### src/rtl/clock_time_core_pkg.sv
// Shared codes, field limits and wrap helpers for the clock timekeeping core.
// The FSM state encoding doubles as the Blink field-select code.
package clock_time_core_pkg;

    localparam logic [1:0] BLINK_NONE = 2'b00;
    localparam logic [1:0] BLINK_SEC  = 2'b01;
    localparam logic [1:0] BLINK_MIN  = 2'b10;
    localparam logic [1:0] BLINK_HOUR = 2'b11;

    typedef enum logic [1:0] {
        RUN      = BLINK_NONE,
        SET_SEC  = BLINK_SEC,
        SET_MIN  = BLINK_MIN,
        SET_HOUR = BLINK_HOUR
    } state_t;

    localparam logic [7:0] SEC_MAX  = 8'd59;
    localparam logic [7:0] MIN_MAX  = 8'd59;
    localparam logic [7:0] HOUR_MAX = 8'd23;

    localparam int HOUR_LSB = 16;
    localparam int MIN_LSB  = 8;
    localparam int SEC_LSB  = 0;

    // Explicit compare-and-wrap keeps every field inside 0..max.
    function automatic logic [7:0] inc_wrap(input logic [7:0] v, input logic [7:0] max);
        return (v >= max) ? 8'd0 : v + 8'd1;
    endfunction

    function automatic logic [7:0] dec_wrap(input logic [7:0] v, input logic [7:0] max);
        return (v == 8'd0 || v > max) ? max : v - 8'd1;
    endfunction

endpackage

### src/rtl/key_debounce.sv
// Two-flop synchronizer plus stability counter for one active-low key.
// press pulses for one cycle on an accepted press; release produces nothing.
module key_debounce #(
    parameter int DEBOUNCE = 500_000
) (
    input  logic CLK,
    input  logic RST,
    input  logic key_n,
    output logic press
);

    localparam int CW = $clog2(DEBOUNCE + 1);
    localparam logic [CW-1:0] CNT_LAST = CW'(DEBOUNCE - 1);

    logic          sync1;
    logic          sync2;
    logic          level;
    logic [CW-1:0] cnt;
    logic          flip;

    // Flip on the DEBOUNCE-th consecutive cycle the synchronized level disagrees.
    assign flip = (sync2 != level) && (cnt == CNT_LAST);

    always_ff @(posedge CLK) begin
        if (RST) begin
            sync1 <= 1'b1;
            sync2 <= 1'b1;
            level <= 1'b1;
            cnt   <= '0;
            press <= 1'b0;
        end else begin
            sync1 <= key_n;
            sync2 <= sync1;
            press <= flip && level;
            if (sync2 == level) begin
                cnt <= '0;
            end else if (flip) begin
                level <= sync2;
                cnt   <= '0;
            end else begin
                cnt <= cnt + CW'(1);
            end
        end
    end

endmodule

### src/rtl/clock_time_core.sv
// Hours/minutes/seconds counter with key-driven time setting; feeds the
// seven-segment stage with binary fields and the field-under-edit code.
module clock_time_core
    import clock_time_core_pkg::*;
#(
    parameter int TICK_DIV = 50_000_000,
    parameter int DEBOUNCE = 500_000
) (
    input  logic        CLK,
    input  logic        RST,
    input  logic        KEY_Mode_n,
    input  logic        KEY_Inc_n,
    input  logic        KEY_Dec_n,
    output logic [23:0] Number_Data,
    output logic [1:0]  Blink,
    output logic        Sec_Tick
);

    localparam int PW = $clog2(TICK_DIV);
    localparam logic [PW-1:0] PRESC_LAST = PW'(TICK_DIV - 1);

    logic          mode_ev;
    logic          inc_ev;
    logic          dec_ev;
    logic          inc_only;
    logic          dec_only;
    logic          tick;
    state_t        state_q;
    state_t        state_d;
    logic [PW-1:0] presc_q;
    logic [7:0]    hour_q, min_q, sec_q;
    logic [7:0]    hour_d, min_d, sec_d;

    key_debounce #(.DEBOUNCE(DEBOUNCE)) u_key_mode (
        .CLK(CLK), .RST(RST), .key_n(KEY_Mode_n), .press(mode_ev)
    );
    key_debounce #(.DEBOUNCE(DEBOUNCE)) u_key_inc (
        .CLK(CLK), .RST(RST), .key_n(KEY_Inc_n), .press(inc_ev)
    );
    key_debounce #(.DEBOUNCE(DEBOUNCE)) u_key_dec (
        .CLK(CLK), .RST(RST), .key_n(KEY_Dec_n), .press(dec_ev)
    );

    // Inc and Dec landing together cancel each other.
    assign inc_only = inc_ev && !dec_ev;
    assign dec_only = dec_ev && !inc_ev;
    assign tick     = (state_q == RUN) && (presc_q == PRESC_LAST);

    always_comb begin
        state_d = state_q;
        if (mode_ev) begin
            case (state_q)
                RUN:      state_d = SET_HOUR;
                SET_HOUR: state_d = SET_MIN;
                SET_MIN:  state_d = SET_SEC;
                default:  state_d = RUN;
            endcase
        end
    end

    // Field updates use the current state, so a same-cycle Mode event advances afterwards.
    always_comb begin
        hour_d = hour_q;
        min_d  = min_q;
        sec_d  = sec_q;
        case (state_q)
            RUN: begin
                if (tick) begin
                    sec_d = inc_wrap(sec_q, SEC_MAX);
                    if (sec_q == SEC_MAX) begin
                        min_d = inc_wrap(min_q, MIN_MAX);
                        if (min_q == MIN_MAX) begin
                            hour_d = inc_wrap(hour_q, HOUR_MAX);
                        end
                    end
                end
            end
            SET_HOUR: begin
                if (inc_only)      hour_d = inc_wrap(hour_q, HOUR_MAX);
                else if (dec_only) hour_d = dec_wrap(hour_q, HOUR_MAX);
            end
            SET_MIN: begin
                if (inc_only)      min_d = inc_wrap(min_q, MIN_MAX);
                else if (dec_only) min_d = dec_wrap(min_q, MIN_MAX);
            end
            default: begin
                if (inc_only)      sec_d = inc_wrap(sec_q, SEC_MAX);
                else if (dec_only) sec_d = dec_wrap(sec_q, SEC_MAX);
            end
        endcase
    end

    always_ff @(posedge CLK) begin
        if (RST) begin
            state_q  <= RUN;
            presc_q  <= '0;
            Sec_Tick <= 1'b0;
            hour_q   <= 8'd0;
            min_q    <= 8'd0;
            sec_q    <= 8'd0;
        end else begin
            state_q  <= state_d;
            Sec_Tick <= tick;
            hour_q   <= hour_d;
            min_q    <= min_d;
            sec_q    <= sec_d;
            // Held at zero while setting so the first second back in RUN is full length.
            if (state_q != RUN || tick) begin
                presc_q <= '0;
            end else begin
                presc_q <= presc_q + PW'(1);
            end
        end
    end

    assign Number_Data[HOUR_LSB +: 8] = hour_q;
    assign Number_Data[MIN_LSB +: 8]  = min_q;
    assign Number_Data[SEC_LSB +: 8]  = sec_q;
    assign Blink = state_q;

endmodule

### config.mk
export PLATFORM = sky130hd
export DESIGN_NAME = clock_time_core
export DESIGN_NICKNAME = d
export VERILOG_FILES = /design/src/rtl/clock_time_core_pkg.sv /design/src/rtl/key_debounce.sv /design/src/rtl/clock_time_core.sv
export SDC_FILE = /design/constraint.sdc
export NUM_CORES = 1
export LEC_CHECK = 0
export CAP_MARGIN = 20
export CELL_PAD_IN_SITES_DETAIL_PLACEMENT = 0
export CELL_PAD_IN_SITES_GLOBAL_PLACEMENT = 2
export CORE_UTILIZATION = 37
export DETAILED_ROUTE_END_ITERATION = 16
export HOLD_SLACK_MARGIN = 0.1
export PLACE_DENSITY_LB_ADDON = 0.1
export SYNTH_ARGS = -nofsm -noshare
export SYNTH_HDL_FRONTEND = slang
export SYNTH_SLANG_ARGS = --single-unit
export TNS_END_PERCENT = 20
### constraint.sdc
create_clock -name CLK -period 2.7 [get_ports CLK]
set_input_delay 0.27 -clock CLK [delete_from_list [all_inputs] [get_ports CLK]]
set_output_delay 0.27 -clock CLK [all_outputs]
set_load 0.03 [all_outputs]
# Word-level counts from Yosys, hierarchy flattened

Index checks and enable logic that the tools add are counted.

Logic and storage cells: 116
Register bits: 122

$lt $le $gt $ge: 6
Bitwise logic cells: 4
Add/subtract/negate cells: 10
Equal/unequal tests: 19
Mux-type cells: 22
Reduce and logical (&&, ||, !) cells: 34

Operators with widths:

| kind                  | number |
|---|---|
| $mux 8                | 18 |
| $add 19x1->19 const B | 3 |
| $eq 19x19->1 const B  | 3 |
| $pmux 8 s2            | 3 |
| $add 26x1->26 const B | 1 |
| $eq 26x26->1 const B  | 1 |
| $add 8x1->8 const B   | 3 |
| $logic_not 8->1       | 3 |
| $sub 8x1->8 const B   | 3 |
| $eq 8x6->1 const B    | 2 |
| $ge 8x6->1 const B    | 2 |
| $gt 8x6->1 const B    | 2 |
| $logic_and 1x1->1     | 9 |
| $reduce_or 3->1       | 3 |
| $ge 8x5->1 const B    | 1 |
| $gt 8x5->1 const B    | 1 |
| $ne 3x3->1 const B    | 2 |
| $pmux 2 s3            | 1 |
| $reduce_and 2->1      | 3 |
| $reduce_bool 2->1     | 3 |
| $reduce_and 5->1      | 1 |
| $eq 2x2->1 const B    | 2 |
| $logic_or 1x1->1      | 4 |
| $ne 2x1->1 const B    | 2 |
| 10 further kinds      | 19 |

# Depth between registers and ports, before layout

Depth in word-level cells: 6
Mapped depth: 9
Gate-level depth less buffers: 7

# By module

From an unflattened synthesis, not the netlist that was laid out.

Cells, all modules: 765
Area total of the unflattened synthesis: 6452.4 sq um

Modules (own cells, without submodules):

| module          | cells each | instances | area each (sq um) |
|---|---|---|---|
| clock_time_core | 432        | 1         | 3400.8 |
| key_debounce    | 111        | 3         | 1017.2 |

# Worst setup path before layout

Ideal clock, no wire load.

Kind: register to register
Start point: register sec_q[1]
End point: register hour_q[4]
Arrival: 2.064 ns
Setup slack: 0.514 ns
Stages on the path, launching flop included: 7
Data required time: 2.578 ns
Library setup time: 0.122 ns
Clock period less this slack: 2.186 ns
Path buffers: 0
Cells stage by stage: dfxtp_1 -> ha_1 -> nor4b_1 -> and4b_1 -> and4_1 -> nor2_1 -> o311a_1

Word-level cells in the longest chain between the ends: 3

RTL lines:

| item                       | RTL line               | RTL |
|---|---|---|
| start, declared            | clock_time_core.sv:31  | `logic [7:0] hour_q, min_q, sec_q;` |
| start signal, assigned     | clock_time_core.sv:100 | `sec_q <= 8'd0;` |
| start signal, assigned     | clock_time_core.sv:106 | `sec_q <= sec_d;` |
| $eq 8x6->1                 | clock_time_core.sv:70  | `if (sec_q == SEC_MAX) begin` |
| $ne 2x1->1 (no line)       | -                      |  |
| $reduce_and 5->1 (no line) | -                      |  |
| end signal, assigned       | clock_time_core.sv:104 | `hour_q <= hour_d;` |
| end, declared              | clock_time_core.sv:31  |  |

No other way between the ends.
A chain may end at the register's enable or synchronous reset.

# Worst setup path after layout

Start point: register presc_q[0]
End point: register min_q[0]

Word-level cells in the longest chain between the ends: 4

RTL lines:

| item                       | RTL line               | RTL |
|---|---|---|
| start, declared            | clock_time_core.sv:30  | `logic [PW-1:0] presc_q;` |
| start signal, assigned     | clock_time_core.sv:111 | `presc_q <= presc_q + PW'(1);` |
| $eq 26x26->1               | clock_time_core.sv:47  | `assign tick = (state_q == RUN) && (presc_q == PRESC_LAST);` |
| $logic_and 1x1->1          | clock_time_core.sv:47  |  |
| $ne 2x2->1 (no line)       | -                      |  |
| $reduce_and 4->1 (no line) | -                      |  |
| end signal, assigned       | clock_time_core.sv:105 | `min_q <= min_d;` |
| end, declared              | clock_time_core.sv:31  |  |

No other way between the ends.

==> results.toml <==
[grt]
gr-total-overflow = 0
grt_max_degree = 27
grt_pass1_vias = 5048
grt_pass1_wl_um = 25300
grt_antenna_before_repair = 0
grt.total_usage = 0.181

[synthesis]
ys_warn_count = 0
async_flop_share = 0
synth_top_flop_cell = "dfxtp_1"
syn_nets = 775
synthesis.area_um2 = 6260
yosys_register_bits = 122
synth_edf_count = 0
synth_compound_gate_area_share = 0.113
syn_inst = 753
synth_xor_area_frac = 0.115
synth_top_family_by_area = "simple AND/OR/NAND/NOR gates"
synth_simple_gate_area_frac = 0.300
ys_types = 71
syn_area_per_cell_um2 = 8.31
synth_fa_ha_area_frac = 0.0340
muxShareOfSynthArea = 0.0114
yosysSeqAreaShare = 0.390

[power]
vdd_drop_max_v = 0.000423
p_leak_nw = 2.44
power_density_nw_per_um2 = 547

[placed_design]
placedCellCount = 984
port_buffers = 31
dp_hpwl_um = 10600
globalplace.congestion = 0.852

[route]
wire_per_inst_um = 14.6
viasPerCell = 5.19
final_antenna_net_count = 0
drt-total-wl_um = 14800
drc = 0
dr.first_iter.drc_count = 250
dr.pass1.iters = 5
num_vias = 5261

[clock_network]
hold_buffers = 0
cts_made_buffers = 17
cts_tree = "built"
cts-root-buf = "clkbuf_16"
cts_resized = 0
htreeDepth = 4
cts_buffer_depth = 2
post_cts_buffers = 0
clk_latency_ps = 410
clock-sinks = 122
path_clk_slew_ps = 60

[timing]
drv_slew = 0
rsz0062_at_grt = "no"
max_freq_ghz = 0.439
slew-limit-headroom = 0.546
setup_viol = 0
worst_pin_slew_ps = 672
finalHoldViolCount = 0
fin_crit_sh = 0.843
fin_crit_ps = 2280
skew_ps = 12.1
finalSetupTns_ps = 0

[flow_run]
cap_violations = 0

[critical_path]
cpMaxStageDelayCell = "or4_4"
cp_num_cells = 6
cp_data_required_time_ps = 2970
worst_setup_path_end_kind = "register"
crit_buf_inv = 0
start_kind = "register"
path_cells = "ha_1 -> nand3_1 -> or4_4 -> o31a_1 -> nor2_1 -> a311oi_1"
r2r_cells = 6
critical_path.max_stage_delay_ps = 580
arrival_ps = 2540
critPathMaxFanout = 6
path_delay_family = "simple AND/OR/NAND/NOR gates"
crit_type = "reg -> reg"

[outcome]
run_status = "finished, final reports clean"

[layout]
final_cell_mix = "dfxtp_1, nor2_1, nand3_1"
final_common_cell = "dfxtp_1"
layout-drive-gt1-share = 0.0668
fin_nets = 805
final_cells = 1013
n_antenna_cell = 0
area_growth_pct = 17.1

[floorplan]
dieWidth_um = 132
die-area_um2 = 17400
die_h_um = 132
io_pins = 32
core-area_um2 = 16500
initial_core_util = 0.379
rows = 47

[hold_path]
worstHoldPathCells = 1
hold_class = "reg -> reg"
==> stage by stage <==
stage                     setup WS, ps  area [um2]  utilization  hold WS [ps]  power [mW]
after floorplan                    514        6260            -           374        1.89
after global placement             509        6780        0.410           403        1.91
after detailed placement           457        6780        0.410           396        1.91
after CTS                          435        7330        0.444           416        4.08
after global routing               210        7330        0.444           431        4.16
final                              424        7330        0.444           413        4.01
==> report_power, final <==
group	internal (mW)	leakage (nW)	switching, mW
clock network	1.35	0.263	0.796
logic	0.0195	1.19	0.0321
registers	1.81	0.985	0.00730
==> cells in the mapped netlist, types with 7 or more instances <==
cell / count / area [um2]
nand3_1: 51 / 255
buf_2: 8 / 40.0
and4_1: 9 / 78.8
ha_1: 17 / 213
nor2_1: 120 / 450
nand2_1: 50 / 188
dfxtp_1: 122 / 2440
a21oi_1: 35 / 175
inv_1: 26 / 97.6
or2_2: 8 / 50.1
and3_1: 19 / 119
nor4_1: 13 / 81.3
or3_1: 9 / 56.3
nor3_1: 28 / 140
xnor2_1: 49 / 429
clkbuf_1: 15 / 56.3
nand2b_1: 8 / 50.1
xor2_1: 33 / 289
o21ai_0: 11 / 55.1
nand4_1: 20 / 125
a211oi_1: 7 / 52.6
==> state kept, by name, summed over array words and instances (netlist names), 2 cells and up <==
| register | cells |
|---|---|
| presc_q | 26 |
| u_key_mode.cnt | 19 |
| u_key_dec.cnt | 19 |
| u_key_inc.cnt | 19 |
| Blink | 2 |
| hour_q | 8 |
| sec_q | 8 |
| min_q | 8 |
==> per-layer routing <==
layer	track usage	part of all wire	up-vias	wire length (um)
met4	0.0627	0.017	0	255
li1	-	-	2725	-
met3	0.0434	0.032	23	481
met1	0.241	0.49	2446	7330
met2	0.284	0.46	67	6770
met5	0	0	-	0
==> worst paths after layout <==
| kind | from | to | slack [ps] |
|---|---|---|---|
| max | presc_q[0] | min_q[0] | 420 |
| min | u_key_inc.sync1 | u_key_inc.sync2 | 410 |
| max reg2reg | presc_q[0] | min_q[0] | 420 |
| min reg2reg | u_key_inc.sync1 | u_key_inc.sync2 | 410 |
==> cells by family (layout without fill, tap and decap cells) <==
kind of cell	Yosys count	in the layout
adder cells (fa/ha/maj)	17	17
flip-flops	122	122
multiplexers	7	7
buffers and inverters	56	96
XOR/XNOR	82	82
AO/OA/AOI/OAI	103	103
AND/OR/NAND/NOR	366	366
==> worst reg2reg max path, delay by kind of cell, from the launching register on <==
| family | cells | cell delay (ps) |
|---|---|---|
| AOI/OAI and AO/OA | 2 | 550 |
| DFF | 1 | 370 |
| adders and majority gates | 1 | 220 |
| and+or+nand+nor | 3 | 1010 |
==> cell type report <==
class	count	area (um2)
multi-input cells	575	3580
clock inverters	6	66.3
inverters	28	105
repair buffers	39	370
flip-flops and latches	122	2440
well taps	220	275
fillers	1654	9190
clock buffers	23	488
(Power assumes the default switching activity.)
